$ cat src/rtl/hit_judge.sv
// Per-frame collision judge: counts boss/player overlap pixels, owns lives, invincibility and game over.
// Optional player blink during invincibility is enabled by defining HIT_JUDGE_BLINK_EN.
module hit_judge #(
  parameter int LIVES_INIT    = 3,
  parameter int INVINC_FRAMES = 120,
  parameter int MIN_OVERLAP   = 4,
  parameter int BLINK_PERIOD  = 8
) (
  input  logic       clk,
  input  logic       reset,
  input  logic       pixel_tick,
  input  logic       frame_tick,
  input  logic [9:0] x,
  input  logic [9:0] y,
  input  logic       moon_on,
  input  logic       player_on,
  input  logic       restart,
  output logic [2:0] lives,
  output logic       invincible,
  output logic       game_over,
  output logic       hit_pulse,
  output logic       player_visible
);

  typedef enum logic [1:0] {ALIVE, INVINC, GAME_OVER} state_t;

  state_t      state;
  logic [11:0] ovl;
  logic [7:0]  inv_cnt;
  logic        qual;

  assign qual = pixel_tick && moon_on && player_on && (x < 10'd384) && (y < 10'd448);

  // A qualifying pixel on the frame_tick cycle already belongs to the next frame.
  always_ff @(posedge clk or posedge reset) begin
    if (reset) begin
      ovl <= '0;
    end else if (frame_tick) begin
      ovl <= {11'd0, qual};
    end else if (qual && (ovl != 12'hfff)) begin
      ovl <= ovl + 12'd1;
    end
  end

`ifdef HIT_JUDGE_BLINK_EN
  logic [7:0] blink_cnt;
  logic       visible_q;
  assign player_visible = visible_q;
`else
  assign player_visible = 1'b1;
`endif

  always_ff @(posedge clk or posedge reset) begin
    if (reset) begin
      state      <= ALIVE;
      lives      <= 3'(LIVES_INIT);
      invincible <= 1'b0;
      game_over  <= 1'b0;
      hit_pulse  <= 1'b0;
      inv_cnt    <= '0;
`ifdef HIT_JUDGE_BLINK_EN
      blink_cnt  <= '0;
      visible_q  <= 1'b1;
`endif
    end else begin
      hit_pulse <= 1'b0;
      case (state)
        ALIVE: begin
          if (frame_tick && (ovl >= 12'(MIN_OVERLAP))) begin
            hit_pulse <= 1'b1;
            lives     <= lives - 3'd1;
            if (lives == 3'd1) begin
              state     <= GAME_OVER;
              game_over <= 1'b1;
            end else begin
              state      <= INVINC;
              invincible <= 1'b1;
              inv_cnt    <= 8'(INVINC_FRAMES);
`ifdef HIT_JUDGE_BLINK_EN
              blink_cnt  <= '0;
              visible_q  <= 1'b0;
`endif
            end
          end
        end
        INVINC: begin
          if (frame_tick) begin
            if (inv_cnt == 8'd1) begin
              state      <= ALIVE;
              invincible <= 1'b0;
              inv_cnt    <= '0;
`ifdef HIT_JUDGE_BLINK_EN
              blink_cnt  <= '0;
              visible_q  <= 1'b1;
`endif
            end else begin
              inv_cnt <= inv_cnt - 8'd1;
`ifdef HIT_JUDGE_BLINK_EN
              if (blink_cnt == 8'(BLINK_PERIOD - 1)) begin
                blink_cnt <= '0;
                visible_q <= ~visible_q;
              end else begin
                blink_cnt <= blink_cnt + 8'd1;
              end
`endif
            end
          end
        end
        GAME_OVER: begin
          if (restart) begin
            state      <= INVINC;
            lives      <= 3'(LIVES_INIT);
            game_over  <= 1'b0;
            invincible <= 1'b1;
            inv_cnt    <= 8'(INVINC_FRAMES);
`ifdef HIT_JUDGE_BLINK_EN
            blink_cnt  <= '0;
            visible_q  <= 1'b0;
`endif
          end
        end
        default: begin
          state <= ALIVE;
        end
      endcase
    end
  end

endmodule

$ cat config.mk
export PLATFORM = sky130hd
export DESIGN_NAME = hit_judge
export DESIGN_NICKNAME = d
export VERILOG_FILES = /design/src/rtl/hit_judge.sv
export SDC_FILE = /design/constraint.sdc
export NUM_CORES = 1
export LEC_CHECK = 0
export BUFFER_PORTS_ARGS = -buffer_cell sky130_fd_sc_hd__buf_2
export CORE_MARGIN = 1.5
export CORE_UTILIZATION = 49
export DETAILED_ROUTE_END_ITERATION = 10
export PLACE_DENSITY = 0.8
export SLEW_MARGIN = 5
export SYNTH_ARGS = -nofsm -noshare
export SYNTH_HDL_FRONTEND = slang
export SYNTH_SLANG_ARGS = --single-unit
$ cat constraint.sdc
create_clock -name clk -period 1.8 [get_ports clk]
set_input_delay 0.09 -clock clk [delete_from_list [all_inputs] [get_ports clk]]
set_output_delay 0.09 -clock clk [all_outputs]
set_load 0.05 [all_outputs]
---- Word level (Yosys, flattened, before mapping) ----
Index checks and enable logic that the tools add are counted.
word-level totals
  bits in registers ....................... 28
operators by class
  add/subtract/negate cells ............... 3
  magnitude comparators ................... 3
  equal/unequal tests ..................... 11
  multiplexer cells ....................... 29
  reductions and logical operators ........ 15
operator list
  operator                 number
  $mux W8                  5
  $mux W12                 2
  $pmux W8 S3              1
  $lt A10 B9 Y1 const B    2
  $add A12 B1 Y12 const B  1
  $ge A12 B3 Y1 const B    1
  $ne A12 B12 Y1 const B   1
  $ne A2 B2 Y1 const B     6
  $mux W1                  10
  $mux W2                  5
  $eq A8 B1 Y1 const B     1
  $reduce_and A4 Y1        2
  $sub A8 B1 Y8 const B    1
  $logic_and A1 B1 Y1      6
  $mux W3                  2
  $pmux W2 S3              1
  $pmux W3 S2              1
  $reduce_and A6 Y1        1
  $reduce_and A5 Y1        1
  $reduce_bool A2 Y1       2
  $eq A3 B1 Y1 const B     1
  $pmux W1 S3              1
  $reduce_and A3 Y1        1
  $reduce_bool A3 Y1       1
  other kinds (5)          5

---- Longest topological paths before layout ----
  depth after elaboration ................. 7
  mapped depth ............................ 7
  depth with buffers taken out ............ 7

---- Worst setup path before layout ----
OpenSTA, ideal clock, no wires.
  path kind ............................... flip-flop to flip-flop
  from .................................... reg lives[0]
  to ...................................... reg inv_cnt[2]
  arrival ................................. 1.785 ns
  data required time ...................... 1.678 ns
  path slack .............................. -0.107 ns
  cell stages (with the launch flop) ...... 6
  path buffers ............................ 0
  clock period less this slack ............ 1.907 ns
  path through ............................ dfstp_2 > ha_1 > inv_1 > o311a_1 > o32a_4 > a32o_1
on the way
  longest elaborated chain between the ends .. 3
RTL lines
  item                                line  text
  start: declaration                  18    output logic [2:0] lives,
  start signal: assignment            56    lives <= 3'(LIVES_INIT);
  start signal: assignment            71    lives <= lives - 3'd1;
  start signal: assignment            112   lives <= 3'(LIVES_INIT);
  $eq A3 B1 Y1                        72    if (lives == 3'd1) begin
  $ne A2 B2 Y1 (no source line)       n/a
  $reduce_and A5 Y1 (no source line)  n/a
  end signal: assignment              78    inv_cnt <= 8'(INVINC_FRAMES);
  end signal: assignment              97    inv_cnt <= inv_cnt - 8'd1;
  end signal: assignment              115   inv_cnt <= 8'(INVINC_FRAMES);
  end: declaration                    29    logic [7:0] inv_cnt;
No other way between the ends.
A chain may end at the register's enable or synchronous reset.

---- Worst setup path after layout ----
Ends and elaborated chain as after synthesis.

==> out/qor.csv <==
metric,value,unit
HP Class,input port to register,
Num CTS Buffers,3,
Syn Inst Count,175,
CP top delay family,compound AO/OA/AOI/OAI gates,
worst-skew pair later-pin latency,0.34,ns
synthesized cell area,1660,um^2
GRT Residual Overflow,0,
CP max-delay cell,dfstp_4,
Buf/Inv on CP,1,
Inserted Diodes,0,
Post-Route WL,3.84,mm
CTS tree,yes,
Worst Path Required,2.05,ns
most frequent cells in the layout,"dfrtp_1, buf_4, nor2_1, buf_2, nand3_1",
core area,3130,um^2
CP arrival,2.01,ns
final worst path period share,97.9,%
Final Slew Violations,0,
Tmin final,1.76,ns
Worst setup SP type,register,
reg2reg start,lives[0]$_DFFE_PP1P_,
DRC Markers,0,
Final WS setup,0.0376,ns
share of cells above drive strength 1,31.2,%
FP Rows,20,
final net count,252,
io pins,34,
Mapped Nets,208,
Critical Path Max Stage Delay,0.67,ns
H-tree levels,1,
FF-to-FF path depth,5,
Crit Path Class,register to register,
Clock Skew,0.0128,ns
initial antenna violation count,0,
sequential share of the synthesized area,42.4,%
status,finished clean,
capturing point of the worst reg2reg path,inv_cnt[2]$_DFFE_PP0P_,
Detail Route Antenna Nets,0,
"EDFF count, synth",0,
largest net degree at the start of global routing,29,
Worst Hold Path EP,ovl[5]$_DFFE_PP0P_,
die outline width,61.2,um
CP Capture Type,register,
DR pass1 iterations,4,
crit path cell chain,ha_4 > inv_2 > o311a_4 > o32a_4 > a32o_1,
hold depth,3,
Min-Delay Startpoint,frame_tick,
Power Dens Cells,718,nW/um^2
YS warnings,0,
die area,3750,um^2
CTS root buffer,clkbuf_4,
worst vdd ir,0.472,mV
gr usage total,22.7,%
highest fanout seen on the critical path,8,
gpl congestion,0.867,
Clock Sink Count,28,
Via-to-Cell Ratio,5.60,
Cell variety after synth,50,
max cap viols,0,
Lkg Pwr,0.944,nW
"commonest non-fill, non-tap cell in the layout",dfrtp_1,
chip height,61.2,um
Synth area leaders,"dfrtp_1, nor2_1, xnor2_1",
fmax,0.567,GHz
syn avg cell area,9.49,um^2
Synth area leader,dfrtp_1,
DR WL/cell,14.6,um
top-area cell type share of the netlist area,39.2,%
area grow syn2layout,26.1,%
worst slack at placement,-0.0407,ns
endpoints failing setup,0,
Reg2Reg Setup Slack,0.04,ns
vias in the first global route,1544,
"FFs w/ async S/R, synth",100,%
start point of the critical path,lives[0]$_DFFE_PP1P_,
#FFs+latches synth,28,
first-pass GRT wire length,6.42,mm
dpl hpwl,2.81,mm
"Reg clk slew, reported paths",0.16,ns
final hold violations,0,
DRC marker count from the first detailed-route iteration,72,
main flop type after synthesis,dfrtp_1,
PortBufs,19,
Final Core Density,66.9,%
Longest Clk Path Bufs,2,
Initial Utilization,53.1,%
via count,1468,
[synth_stat cells (2+ instances only)]
library cell and instances:
a21o_1 2, a21oi_1 3, a31oi_1 3, and3_1 3
clkbuf_1 2, dfrtp_1 26, dfstp_2 2, ha_1 6
inv_1 12, nand2_1 11, nand3_1 13, nand3b_1 2
nand4_1 3, nor2_1 21, nor3_1 6, nor4_1 9
nor4_2 2, o21ai_0 5, o21ai_1 3, o2bb2ai_1 2
o31ai_1 2, xnor2_1 9
[what timing repair did]
item / 4_1_cts / 5_1_grt
setup endpoints to repair: 4 / 9
pin swaps: 2 / 2
hold buffers: 2 / 0
cloned: 0 / 0
endpoints found under the hold margin: 27 / 0
setup buffers: 2 / 1
gates resized for setup: 4 / 6
[cells by family (layout without fill, tap and decap cells)]
kind of cell | Yosys count | in the layout | share of synthesized area (%)
AO/OA/AOI/OAI | 29 | 29 | 14.3
XOR/XNOR | 10 | 10 | 5.28
flip-flops | 28 | 28 | 42.4
buffers and inverters | 16 | 59 | 3.92
other | 1 | 1 | 0.226
AND/OR/NAND/NOR | 83 | 83 | 28.1
multiplexers | 2 | 2 | 1.28
adder cells (fa/ha/maj) | 6 | 6 | 4.52
[state kept, by name, summed over array words and instances, names as in the netlist]
name        cells
ovl            12
inv_cnt         8
lives           3
state           2
game_over       1
hit_pulse       1
invincible      1
[stage by stage]
stage | hold WS [ns] | instance area [um^2] | power (mW) | TNS, ns | cells
global placement | 0.160 | 1960 | 1.13 | 0 | 253
global route | 0.126 | 2090 | 1.59 | -0.0321 | 262
CTS | 0.128 | 2040 | 1.48 | 0 | 261
finish | 0.129 | 2090 | 1.50 | 0 | 262
floorplan | 0.154 | 1690 | 1.01 | -0.0219 | 175
detailed placement | 0.170 | 1960 | 1.16 | -0.0407 | 253
[cell type report]
| type | instances | area, um^2 |
|---|---|---|
| fill | 253 | 1030 |
| multi-input combinational | 131 | 970 |
| sequential | 28 | 707 |
| timing repair buffer | 43 | 280 |
| tap | 44 | 55.1 |
| inverter | 12 | 45.0 |
| clock buffer | 4 | 36.3 |
[worst max path at each step]
stage | to | slack [ns] | depth (start not counted)
floorplan | inv_cnt[2]$_DFFE_PP0P_ | -0.02 | 7
global route | inv_cnt[1]$_DFFE_PP0P_ | -0.01 | 6
finish | inv_cnt[2]$_DFFE_PP0P_ | 0.04 | 5
global placement | inv_cnt[2]$_DFFE_PP0P_ | 0.04 | 7
detailed placement | inv_cnt[2]$_DFFE_PP0P_ | -0.04 | 7
CTS | inv_cnt[2]$_DFFE_PP0P_ | 0.02 | 4
[power by group]
part	leakage, nW	switching [mW]	internal (mW)
Clock	0.0210	0.190	0.124
Combinational	0.563	0.230	0.200
Sequential	0.360	0.0611	0.697
Total	0.944	0.481	1.02
[worst register-to-register path: stages, from the launching register on]
cell and delay, ns:
dfstp_4 0.67, ha_4 0.13, inv_2 0.04, o311a_4 0.33, o32a_4 0.26, a32o_1 0.25
[layer usage]
metal / vias up / track usage, % / share of wire [%]
li1: 714 / - / -
met1: 704 / 24.0 / 41
met2: 42 / 44.1 / 54
met3: 8 / 3.99 / 3.0
met4: 0 / 8.70 / 1.9
met5: - / 0 / 0
No activity file was read; power rests on OpenSTA's default activity.
